<file path="src/rtl/conv_layer_sequencer.sv">
// Layer-level control FSM for the 3x3 convolution datapath: walks output channels,
// input channels and image rows, issuing kernel-load, row-stream and commit handshakes.
module conv_layer_sequencer #(
    parameter int IMG_LOG2_MAX = 7,
    parameter int CH_W         = 9,
    parameter int ROW_W        = IMG_LOG2_MAX
) (
    input  logic             clk,
    input  logic             reset,
    input  logic             start,
    input  logic             abort,
    input  logic [2:0]       img_log2,
    input  logic [CH_W-1:0]  in_ch,
    input  logic [CH_W-1:0]  out_ch,
    output logic             ker_load_req,
    input  logic             ker_load_done,
    input  logic             dp_idle,
    output logic             row_start,
    output logic [1:0]       row_type,
    input  logic             row_done,
    output logic             acc_clear,
    output logic             oc_commit,
    input  logic             commit_done,
    output logic [ROW_W-1:0] cur_row,
    output logic [CH_W-1:0]  cur_ic,
    output logic [CH_W-1:0]  cur_oc,
    output logic             busy,
    output logic             done,
    output logic             cfg_err
);

    typedef enum logic [3:0] {
        S_IDLE,
        S_CHECK,
        S_LOAD,
        S_WAIT_KER,
        S_WAIT_IDLE,
        S_ROW,
        S_ROW_WAIT,
        S_NEXT_IC,
        S_WAIT_IDLE_C,
        S_COMMIT,
        S_WAIT_COMMIT,
        S_DONE
    } state_t;

    localparam logic [CH_W-1:0] CH_MAX   = {1'b1, {(CH_W-1){1'b0}}};
    localparam logic [31:0]     LOG2_MAX = 32'(IMG_LOG2_MAX);

    state_t            state;
    state_t            state_n;
    logic [2:0]        lat_log2;
    logic [CH_W-1:0]   lat_in;
    logic [CH_W-1:0]   lat_out;
    logic [ROW_W-1:0]  row_n;
    logic [CH_W-1:0]   ic_n;
    logic [CH_W-1:0]   oc_n;
    logic              err_n;
    logic              latch_cfg;
    logic              cfg_ok;
    logic [ROW_W-1:0]  row_last;
    logic [CH_W-1:0]   ic_last;
    logic [CH_W-1:0]   oc_last;

    // N-1 as a mask of img_log2 ones; stays correct when N == 2^ROW_W.
    assign row_last = ~({ROW_W{1'b1}} << lat_log2);
    assign ic_last  = lat_in  - CH_W'(1);
    assign oc_last  = lat_out - CH_W'(1);

    assign cfg_ok = (lat_log2 >= 3'd2) && ({29'd0, lat_log2} <= LOG2_MAX)
                 && (lat_in  != '0) && (lat_in  <= CH_MAX)
                 && (lat_out != '0) && (lat_out <= CH_MAX);

    always_comb begin
        state_n   = state;
        row_n     = cur_row;
        ic_n      = cur_ic;
        oc_n      = cur_oc;
        err_n     = cfg_err;
        latch_cfg = 1'b0;
        case (state)
            S_IDLE: begin
                if (start) begin
                    latch_cfg = 1'b1;
                    err_n     = 1'b0;
                    state_n   = S_CHECK;
                end
            end
            S_CHECK: begin
                if (!cfg_ok) begin
                    err_n   = 1'b1;
                    state_n = S_DONE;
                end else begin
                    row_n   = '0;
                    ic_n    = '0;
                    oc_n    = '0;
                    state_n = S_LOAD;
                end
            end
            S_LOAD:      state_n = S_WAIT_KER;
            S_WAIT_KER:  if (ker_load_done) state_n = S_WAIT_IDLE;
            S_WAIT_IDLE: if (dp_idle) state_n = S_ROW;
            S_ROW:       state_n = S_ROW_WAIT;
            S_ROW_WAIT: begin
                if (row_done) begin
                    if (cur_row < row_last) begin
                        row_n   = cur_row + ROW_W'(1);
                        state_n = S_WAIT_IDLE;
                    end else begin
                        row_n   = '0;
                        state_n = S_NEXT_IC;
                    end
                end
            end
            S_NEXT_IC: begin
                if (cur_ic < ic_last) begin
                    ic_n    = cur_ic + CH_W'(1);
                    state_n = S_LOAD;
                end else begin
                    ic_n    = '0;
                    state_n = S_WAIT_IDLE_C;
                end
            end
            S_WAIT_IDLE_C: if (dp_idle) state_n = S_COMMIT;
            S_COMMIT:      state_n = S_WAIT_COMMIT;
            S_WAIT_COMMIT: begin
                if (commit_done) begin
                    if (cur_oc < oc_last) begin
                        oc_n    = cur_oc + CH_W'(1);
                        state_n = S_LOAD;
                    end else begin
                        state_n = S_DONE;
                    end
                end
            end
            S_DONE:  state_n = S_IDLE;
            default: state_n = S_IDLE;
        endcase

        // Abort outranks every handshake; in IDLE a start always wins.
        if (abort && (state != S_IDLE)) begin
            state_n   = S_IDLE;
            row_n     = '0;
            ic_n      = '0;
            oc_n      = '0;
            err_n     = cfg_err;
            latch_cfg = 1'b0;
        end
    end

    // Outputs are registered from the next-state decode so they align with the state.
    always_ff @(posedge clk or posedge reset) begin
        if (reset) begin
            state        <= S_IDLE;
            lat_log2     <= '0;
            lat_in       <= '0;
            lat_out      <= '0;
            cur_row      <= '0;
            cur_ic       <= '0;
            cur_oc       <= '0;
            cfg_err      <= 1'b0;
            ker_load_req <= 1'b0;
            row_start    <= 1'b0;
            row_type     <= 2'd0;
            acc_clear    <= 1'b0;
            oc_commit    <= 1'b0;
            busy         <= 1'b0;
            done         <= 1'b0;
        end else begin
            state   <= state_n;
            cur_row <= row_n;
            cur_ic  <= ic_n;
            cur_oc  <= oc_n;
            cfg_err <= err_n;
            if (latch_cfg) begin
                lat_log2 <= img_log2;
                lat_in   <= in_ch;
                lat_out  <= out_ch;
            end
            ker_load_req <= (state_n == S_LOAD);
            row_start    <= (state_n == S_ROW);
            oc_commit    <= (state_n == S_COMMIT);
            done         <= (state_n == S_DONE);
            busy         <= (state_n != S_IDLE);
            acc_clear    <= (state_n != S_IDLE) && (ic_n == '0);
            if (row_n == '0) begin
                row_type <= 2'd0;
            end else if (row_n == row_last) begin
                row_type <= 2'd2;
            end else begin
                row_type <= 2'd1;
            end
        end
    end

endmodule

</file>
<file path="config.mk">
export PLATFORM = sky130hd
export DESIGN_NAME = conv_layer_sequencer
export DESIGN_NICKNAME = d
export VERILOG_FILES = /design/src/rtl/conv_layer_sequencer.sv
export SDC_FILE = /design/constraint.sdc
export NUM_CORES = 1
export LEC_CHECK = 0
export BUFFER_PORTS_ARGS = -buffer_cell sky130_fd_sc_hd__buf_2
export CAP_MARGIN = 30
export CORE_MARGIN = 4
export CORE_UTILIZATION = 50
export DETAILED_ROUTE_END_ITERATION = 12
export PLACE_DENSITY = 0.71
export SLEW_MARGIN = 10
export SYNTH_ARGS = -nofsm -noshare
export SYNTH_HDL_FRONTEND = slang
export SYNTH_SLANG_ARGS = --single-unit
</file>
<file path="constraint.sdc">
create_clock -name clk -period 6.9 [get_ports clk]
set_input_delay 0 -clock clk [delete_from_list [all_inputs] [get_ports clk]]
set_output_delay 0 -clock clk [all_outputs]
set_load 0.01 [all_outputs]
</file>
==> flow_summary.yaml, run 1 <==
yosys:
  synth_most_common_cell: "dfrtp_1"
  netlist_area_mm2: 0.00396
  async_flop_share: 1.00
  synth_edf_count: 0
  ys_ff_latch: 59
  netlist_instances: 420
  netlist-cell-type-count: 65
  avgSynthCellArea_um2: 9.42
  dominantRegCellSynth: "dfrtp_1"
  syn_nets: 476
  ys_seq_area_frac: 0.373
  synth.area.top_cells: "dfrtp_1 37%, ha_1 8.5%, mux2_2 6.0%, o21ai_0 4.4%, nand2_1 3.5%"
  synth_commonest_cells: "59 x dfrtp_1, 37 x nand2_1, 35 x o21ai_0"
  synth_top_area_share: 0.373
  synth_area_leader_cell: "dfrtp_1"
  ys_warn_count: 0
clock_network:
  cts_made_buffers: 9
  clk_path_buf_depth: 2
  path_clk_slew_ns: 0.07
  cts-resized-gates: 0
  clock_sinks: 59
  cts_tree: "yes"
  ctsHtreeMaxLevel: 3
  clk_latency_ns: 0.34
  cts-root-buf: "clkbuf_8"
worst_setup_path:
  cp_max_fo: 9
  critPathCaptureType: "register"
  cp.required_ns: 7.12
  startpoint_type: "register"
  worstSetupPathType: "reg -> reg"
  r2r_slack_ns: 3.29
  ff2ff_path_depth: 12
  crit_arrival_ns: 3.83
power_and_ir_drop:
  powerDensity_mw_per_mm2: 321
  p_sw_mw: 0.607
  cellLeakagePower_nw: 2.29
  vdd_drop_max_mv: 0.212
  internal_power_mw: 0.933
  clockPowerShare: 0.212
  comb_power_share: 0.417
  p_total_mw: 1.54
  seqPwrFrac: 0.370
  swShare: 0.394
floorplanning:
  fp-row-count: 32
  dieArea_mm2: 0.00940
  die_h_um: 97.0
  start_util: 0.512
  die_x_um: 97.0
  core-area_mm2: 0.00773
  ios: 63
route:
  wl_per_cell_um: 15.8
  post-route-drc-count: 0
  first_pass_iters: 4
  routed_wl_mm: 9.68
  ant_nets: 0
  post_drt_via_cell_ratio: 5.76
  drt_iter0_drc: 133
  num_vias: 3521
global_route:
  grt_usage: 0.211
  overflow: 0
  antenna_found_initial: 0
  grt_max_degree: 60
  grt_pass1_wl_mm: 16.5
  first_global_vias: 3517
placed_design:
  dp_hpwl_mm: 6.95
  io_buffer_count: 62
  gp_congestion: 0.935
  pre_cts_ws_ns: 3.42
  dp_cells: 573
  placed_area_mm2: 0.00435
timing:
  rsz0062_at_grt: "no"
  worst_pin_slew_ns: 0.812
  setup_tns_ns: 0
  fin_crit_ns: 3.61
  hold_viol_final: 0
  relSlewSlack: 0.457
  setup_ws_ns: 3.29
  drv_slew: 0
  fin_skew_ns: 0.0122
  setup_viol_count_final: 0
  fmax_mhz: 277
  finalCritPeriodShare: 0.523
cells_and_area:
  fin_area_mm2: 0.00479
  fill_cells: 661
  syn_to_final_growth_pct: 21.2
  nets: 562
  drive_above_1_share: 0.238
  antenna_cells: 0
  fin_cells: 611
flow_run:
  cap_violations: 0
min_path:
  worstHoldPathType: "in -> reg"
  worstHoldPathCells: 3
outcome:
  status: "finished, final reports clean"
==> registers in the layout, summed over array words and instances (netlist names) <==
signal,flops
oc_commit,1
done,1
cfg_err,1
cur_row,7
row_type,2
lat_out,9
row_start,1
cur_ic,9
lat_in,9
busy,1
cur_oc,9
state,4
acc_clear,1
lat_log2,3
ker_load_req,1
==> cell usage in the layout (no fill, tap or decap), types with 4 or more instances in the layout <==
master,instances
a21o_1,6
o21a_1,4
nor4_1,4
buf_2,62
xor2_1,9
clkbuf_8,12
nand2_1,37
and3_1,11
nor3_1,10
nand2b_1,8
a21oi_1,18
a311oi_1,4
o21ai_0,35
ha_1,27
nor2b_1,5
a31oi_1,7
inv_1,20
or3_1,6
nor2_1,30
mux2_2,21
nand3_1,13
xnor2_1,7
nand4_1,5
dfrtp_1,59
or2_2,4
dlygate4sd3_1,24
==> power by group through the flow <==
stage	logic, mW	clock network [mW]	registers (mW)
final	0.643	0.327	0.570
after global routing	0.731	0.351	0.588
after CTS	0.645	0.335	0.569
after detailed placement	0.628	0	0.573
after global placement	0.602	0	0.567
after floorplan	0.532	0	0.521
==> cell families (layout without fill, tap and decap cells) <==
group,count (synthesis),after routing,share of synthesized area
buffers and inverters,34,123,0.0360
xor gates and xnor gates,18,18,0.0436
adders and majority gates,27,27,0.0854
AOI/OAI and AO/OA,107,107,0.192
muxes,21,21,0.0598
DFF,59,59,0.373
and+or+nand+nor,154,154,0.210
==> metal layers <==
metal / vias up / global-route usage / wire length, um
li1: 1719 / - / -
met2: 103 / 0.355 / 4770
met1: 1682 / 0.264 / 4230
met5: - / 0 / 0
met4: 0 / 0.0767 / 181
met3: 17 / 0.0476 / 493
==> critical path: stages, from the launching register on <==
cell      delay (ns)
dfrtp_1         0.43
nor3_1          0.34
nor3b_1         0.38
xnor2_1         0.19
ha_1            0.27
nor2b_1         0.13
o21ai_0         0.15
a32oi_1         0.27
nor3_1          0.67
nand2_1         0.14
o221ai_1        0.20
nand4b_1        0.13
and4bb_1        0.21
==> worst paths after layout <==
check                                           start                    end
worst max-delay path            lat_in[2]$_DFFE_PP0P_    acc_clear$_DFF_PP0_
worst min-delay path                      commit_done     state[0]$_DFF_PP0_
worst max register to register  lat_in[2]$_DFFE_PP0P_    acc_clear$_DFF_PP0_
worst min register to register  lat_in[1]$_DFFE_PP0P_  lat_in[1]$_DFFE_PP0P_
max in group asynchronous                       reset  lat_in[8]$_DFFE_PP0P_
min in group asynchronous                       reset  lat_in[6]$_DFFE_PP0P_
==> stage by stage <==
| stage | util | hold WS (ns) |
|---|---|---|
| floorplan | - | 0.0777 |
| global placement | 0.562 | 0.232 |
| detailed placement | 0.563 | 0.235 |
| CTS | 0.620 | 0.0762 |
| global route | 0.620 | 0.116 |
| finish | 0.620 | 0.0814 |
==> area by class of cell <==
type                    instances  area [um^2]  share of cell area
clock buffers                  12          165              0.0344
clock inverters                 2         35.0             0.00731
inverters                      21         78.8              0.0164
multi-input cells             327         2340               0.488
flip-flops and latches         59         1480               0.308
well taps                     102          128              0.0266
repair buffers                 88          573               0.120
==> repair_timing <==
| item | in CTS | in global routing |
|---|---|---|
| hold buffers | 24 | 0 |
| setup buffers | 0 | 0 |
| setup endpoints to repair | 0 | 0 |
| endpoints found under the hold margin | 82 | 0 |
No activity file was read; power rests on OpenSTA's default activity.
==> run 2, diff against run 1 <==
PLACE_DENSITY = 0.74   (was 0.71)
clock period = 3 ns   (was 6.9 ns; I/O delays follow)
==> run 2 against run 1 <==
Compared with the run above: non-clock buffer count is 53 higher; first-iteration DRC count is 92% higher; sequential share of layout area is 4.1 points lower; critical path depth is 3 higher; the run now ends with setup timing left; fmax is 18% higher; combinational power grew to 3.4 times the previous value; clock-buffer cell count is 1 higher; register-to-register slack worse by 3.3 ns.
==> flow_summary.yaml, run 2 (synthesis results as in run 1) <==
outcome:
  status: "complete, but fails checks"
  violations: "setup timing"
global_route:
  grt_usage: 0.228
  grt_max_degree: 40
  antenna_found_initial: 0
  grt_pass1_wl_mm: 17.8
  first_global_vias: 3824
  overflow: 0
power_and_ir_drop:
  clockPowerShare: 0.174
  comb_power_share: 0.516
  internal_power_mw: 2.55
  vdd_drop_max_mv: 0.535
  swShare: 0.399
  p_sw_mw: 1.69
  powerDensity_mw_per_mm2: 767
  cellLeakagePower_nw: 2.60
  seqPwrFrac: 0.309
min_path:
  hp-start: "ker_load_done"
  worstHoldPathType: "in -> reg"
worst_setup_path:
  cp.required_ns: 3.24
  r2r_slack_ns: -0.06
  crit_arrival_ns: 3.30
  crit_slowest_cell: "dfrtp_1"
  r2r_start: "lat_in[0]$_DFFE_PP0P_"
  cp.buffers_inverters: 2
  cp_top_family: "simple AND/OR/NAND/NOR gates"
  startpoint_type: "register"
  crit_chain: "inv_2 > ha_4 > nand2_1 > xor2_1 > ha_1 > a21oi_2 > nor2b_4 > o21ai_4 > buf_4 > a32oi_4 > nor4_1 > o21ai_1 > o221ai_1 > nand4b_1 > and4bb_1"
  cpPeakStageDelay_ns: 0.40
  cp_max_fo: 4
  timing.critical_path.from: "lat_in[0]$_DFFE_PP0P_"
  critPathCaptureType: "register"
  worstSetupPathType: "reg -> reg"
route:
  wl_per_cell_um: 16.6
  ant_nets: 0
  post_drt_via_cell_ratio: 5.78
  routed_wl_mm: 11.1
  drt_iter0_drc: 255
  post-route-drc-count: 0
  first_pass_iters: 5
  num_vias: 3852
timing:
  relSlewSlack: 0.466
  fmax_mhz: 327
  setup_ws_ns: -0.0592
  finalCritPeriodShare: 1.02
  whs_ns: 0.189
  setup_tns_ns: -0.0592
  worst_pin_slew_ns: 0.799
  drv_slew: 0
  setup_viol_count_final: 1
  fin_skew_ns: 0.00884
  fin_crit_ns: 3.06
  hold_viol_final: 0
placed_design:
  io_buffer_count: 62
  dp_hpwl_mm: 7.46
  placed_area_mm2: 0.00467
  dp_cells: 616
  gp_congestion: 0.887
floorplanning:
  fp-row-count: 32
  die_x_um: 97.0
  die_h_um: 97.0
  core-area_mm2: 0.00773
  start_util: 0.512
  dieArea_mm2: 0.00940
  ios: 63
clock_network:
  ctsHtreeMaxLevel: 3
  path_clk_slew_ns: 0.07
  clk_latency_ns: 0.34
  clock_sinks: 59
  cts-root-buf: "clkbuf_8"
  clk_path_buf_depth: 2
  cts_made_buffers: 9
  cts_tree: "yes"
cells_and_area:
  antenna_cells: 0
  fin_area_mm2: 0.00554
  mostFrequentLayoutCells: "62 x buf_2, 56 x dfrtp_1, 52 x buf_4, 34 x nand2_1, 28 x o21ai_0"
  seq_area_mm2: 0.00148
  multi_input_area_mm2: 0.00268
  fin_cells: 666
  drive_above_1_share: 0.387
  syn_to_final_growth_pct: 39.9
  final_common_cell: "buf_2"
  nets: 616
  fill_cells: 551
flow_run:
  cap_violations: 0
-- run 2: cell types whose count changed in the layout (fill, tap and decap cells not counted), sizes merged --
cell / change
a32oi: +1
buf: +53
clkbuf: +1
-- run 2: power by group through the flow --
stage	Clock (mW)	Sequential (mW)	Combinational [mW]
after floorplan	0	1.20	1.22
after global placement	0	1.24	1.75
after detailed placement	0	1.26	1.82
after CTS	0.754	1.25	1.89
after global routing	0.785	1.34	2.41
final	0.741	1.31	2.19
-- run 2: layout make-up --
class                           instances  area share
Clock buffer                           13      0.0287
Clock inverter                          2     0.00633
Inverter                               21      0.0142
Multi-Input combinational cell        328       0.484
Sequential cell                        59       0.267
Tap cell                              102      0.0230
Timing Repair Buffer                  141       0.176
-- run 2: worst paths after layout --
kind | end | cells after the start
setup / recovery | acc_clear$_DFF_PP0_ | 15
setup reg to reg | acc_clear$_DFF_PP0_ | 15
hold reg to reg | lat_in[1]$_DFFE_PP0P_ | 1
hold / removal | row_start$_DFF_PP0_ | 5
max in group asynchronous | lat_log2[2]$_DFFE_PP0P_ | 4
min in group asynchronous | lat_in[0]$_DFFE_PP0P_ | 3
-- run 2: through the flow --
| stage | setup slack, ns | utilization | total power, mW |
|---|---|---|---|
| finish | -0.0592 | 0.717 | 4.25 |
| global route | -0.188 | 0.717 | 4.53 |
| CTS | 0.0138 | 0.670 | 3.89 |
| detailed placement | -0.312 | 0.605 | 3.08 |
| global placement | -0.0655 | 0.605 | 2.99 |
| floorplan | 0.0679 | - | 2.42 |
-- run 2: worst min-delay path: cells and delay by family --
family	cells	cell delay, ns
and+or+nand+nor	3	0.26
AOI/OAI and AO/OA	1	0.13
buffers and inverters	1	0.11
-- run 2: repair_timing --
item	4_1_cts	5_1_grt
setup buffers	1	10
setup endpoints to repair	6	18
hold buffers	24	0
endpoints found under the hold margin	61	0
resized for setup	12	63
cloned	1	0
pin swaps	1	32
-- run 2: routing by layer --
layer | vias up | global-route usage | routed length (um) | part of all wire
li1 | 1831 | - | - | -
met1 | 1856 | 0.274 | 4390 | 0.40
met2 | 141 | 0.411 | 5920 | 0.54
met3 | 24 | 0.0425 | 554 | 0.050
met4 | 0 | 0.0691 | 191 | 0.017
met5 | - | 0 | 0 | 0
==> run 3, diff against run 2 <==
RECOVER_POWER = 25   (was not set)
==> run 3 against run 2 <==
Compared with the run above: the run still ends with setup timing left; highest routed layer unchanged; flip-flop and latch count stayed put; sequential share of layout area increased by 0.22 points; fmax up 1.2%; routed wire length rose by 0.51%; die area unchanged; sequential power is essentially flat; register-to-register slack improved by 0.04 ns; critical path type unchanged; power down 0.17%; clock power hardly changed; final cell count did not move; setup slack gained 0.036 ns; core utilization shrank 0.58 points.
==> flow_summary.yaml, run 3 (synthesis results as in run 1) <==
floorplanning:
  die_x_um: 97.0
  ios: 63
  fp-row-count: 32
  dieArea_mm2: 0.00940
  start_util: 0.512
  core-area_mm2: 0.00773
  die_h_um: 97.0
cells_and_area:
  final_common_cell: "dfrtp_1"
  fin_area_mm2: 0.00549
  seq_area_mm2: 0.00148
  antenna_cells: 0
  mostFrequentLayoutCells: "56 x dfrtp_1, 51 x buf_4, 36 x clkbuf_1, 34 x nand2_1, 29 x buf_2"
  fill_cells: 570
  nets: 616
  syn_to_final_growth_pct: 38.8
  utilization: 0.711
  multi_input_area_mm2: 0.00268
  drive_above_1_share: 0.324
worst_setup_path:
  crit_chain: "inv_2 > ha_4 > nand2_1 > xor2_1 > ha_1 > a21oi_2 > nor2b_4 > o21ai_4 > buf_4 > a32oi_4 > nor4_1 > o21ai_1 > o221ai_1 > nand4b_1 > and4bb_1"
  cp_max_fo: 4
  cpPeakStageDelay_ns: 0.40
  crit_arrival_ns: 3.26
  startpoint_type: "register"
  crit_slowest_cell: "dfrtp_1"
  cp.buffers_inverters: 2
  cp.required_ns: 3.24
  critPathCaptureType: "register"
  cp_top_family: "simple AND/OR/NAND/NOR gates"
  worstSetupPathType: "reg -> reg"
power_and_ir_drop:
  comb_power_share: 0.515
  swShare: 0.400
  cellLeakagePower_nw: 2.45
  powerDensity_mw_per_mm2: 772
  vdd_drop_max_mv: 0.534
  p_total_mw: 4.24
  seqPwrFrac: 0.310
  p_sw_mw: 1.70
  internal_power_mw: 2.54
  clockPowerShare: 0.175
global_route:
  grt_max_degree: 40
  first_global_vias: 3824
  antenna_found_initial: 0
  overflow: 0
  grt_pass1_wl_mm: 17.8
  grt_usage: 0.228
route:
  first_pass_iters: 5
  wl_per_cell_um: 16.7
  post_drt_via_cell_ratio: 5.81
  routed_wl_mm: 11.1
  num_vias: 3867
  ant_nets: 0
  post-route-drc-count: 0
  drt_iter0_drc: 205
clock_network:
  clk_path_buf_depth: 2
  cts_made_buffers: 9
  clock_sinks: 59
  path_clk_slew_ns: 0.07
  ctsHtreeMaxLevel: 3
  clk_latency_ns: 0.35
  cts-root-buf: "clkbuf_8"
  cts_tree: "yes"
placed_design:
  gp_congestion: 0.887
  dp_hpwl_mm: 7.46
  io_buffer_count: 62
  pre_cts_ws_ns: -0.312
  placed_area_mm2: 0.00467
timing:
  worst_pin_slew_ns: 1.43
  setup_viol_count_final: 1
  whs_ns: 0.188
  hold_viol_final: 0
  fin_skew_ns: 0.00895
  finalCritPeriodShare: 1.01
  fmax_mhz: 331
  fin_crit_ns: 3.02
  drv_slew: 0
  relSlewSlack: 0.0446
  setup_ws_ns: -0.0236
flow_run:
  cap_violations: 0
outcome:
  status: "complete, but fails checks"
  violations: "setup timing"
min_path:
  worstHoldPathType: "in -> reg"
run 3: final cells by class:
cell class | count | area share
timing repair buffer | 141 | 0.169
inverter | 21 | 0.0144
tap | 102 | 0.0232
multi-input combinational | 328 | 0.488
clock buffer | 13 | 0.0289
sequential | 59 | 0.269
clock inverter | 2 | 0.00638
run 3: power by group through the flow:
stage          combinational, mW  sequential [mW]  clock [mW]
6_report                    2.18             1.31       0.740
5_1_grt                     2.40             1.34       0.785
4_1_cts                     1.89             1.25       0.754
3_5_place_dp                1.82             1.26           0
3_3_place_gp                1.75             1.24           0
2_1_floorplan               1.22             1.20           0
run 3: worst register-to-register path: stages (launching register included):
cell	delay, ns
dfrtp_1	0.40
inv_2	0.07
ha_4	0.18
nand2_1	0.10
xor2_1	0.22
ha_1	0.30
a21oi_2	0.20
nor2b_4	0.06
o21ai_4	0.17
buf_4	0.15
a32oi_4	0.14
nor4_1	0.37
o21ai_1	0.14
o221ai_1	0.09
nand4b_1	0.14
and4bb_1	0.21
run 3: what timing repair did:
item,CTS,global route
hold endpoints to repair,61,0
setup endpoints to repair,6,18
buffers inserted,1,10
gates cloned,1,0
pin swaps,1,32
resized for setup,12,63
hold buffers,24,0
run 3: routing by layer:
layer,global-route usage,vias to the layer above,part of all wire
met5,0,-,0
met4,0.0691,0,0.016
met3,0.0425,26,0.054
met2,0.411,157,0.53
met1,0.274,1855,0.40
li1,-,1829,-
run 3: final timing paths:
path	startpoint	to	slack, ns	cells after the start
worst max register to register	lat_in[0]$_DFFE_PP0P_	acc_clear$_DFF_PP0_	-0.02	15
worst max-delay path	lat_in[0]$_DFFE_PP0P_	acc_clear$_DFF_PP0_	-0.02	15
max in group asynchronous	reset	lat_log2[2]$_DFFE_PP0P_	1.33	4
worst min register to register	lat_in[1]$_DFFE_PP0P_	lat_in[1]$_DFFE_PP0P_	0.56	1
min in group asynchronous	reset	lat_in[0]$_DFFE_PP0P_	0.66	3
worst min-delay path	ker_load_done	row_start$_DFF_PP0_	0.19	5
run 3: stage by stage:
step,std cells,setup TNS (ns)
floorplan,420,0
global placement,616,-0.0655
detailed placement,616,-0.531
CTS,657,0
global route,666,-0.247
finish,666,-0.0236
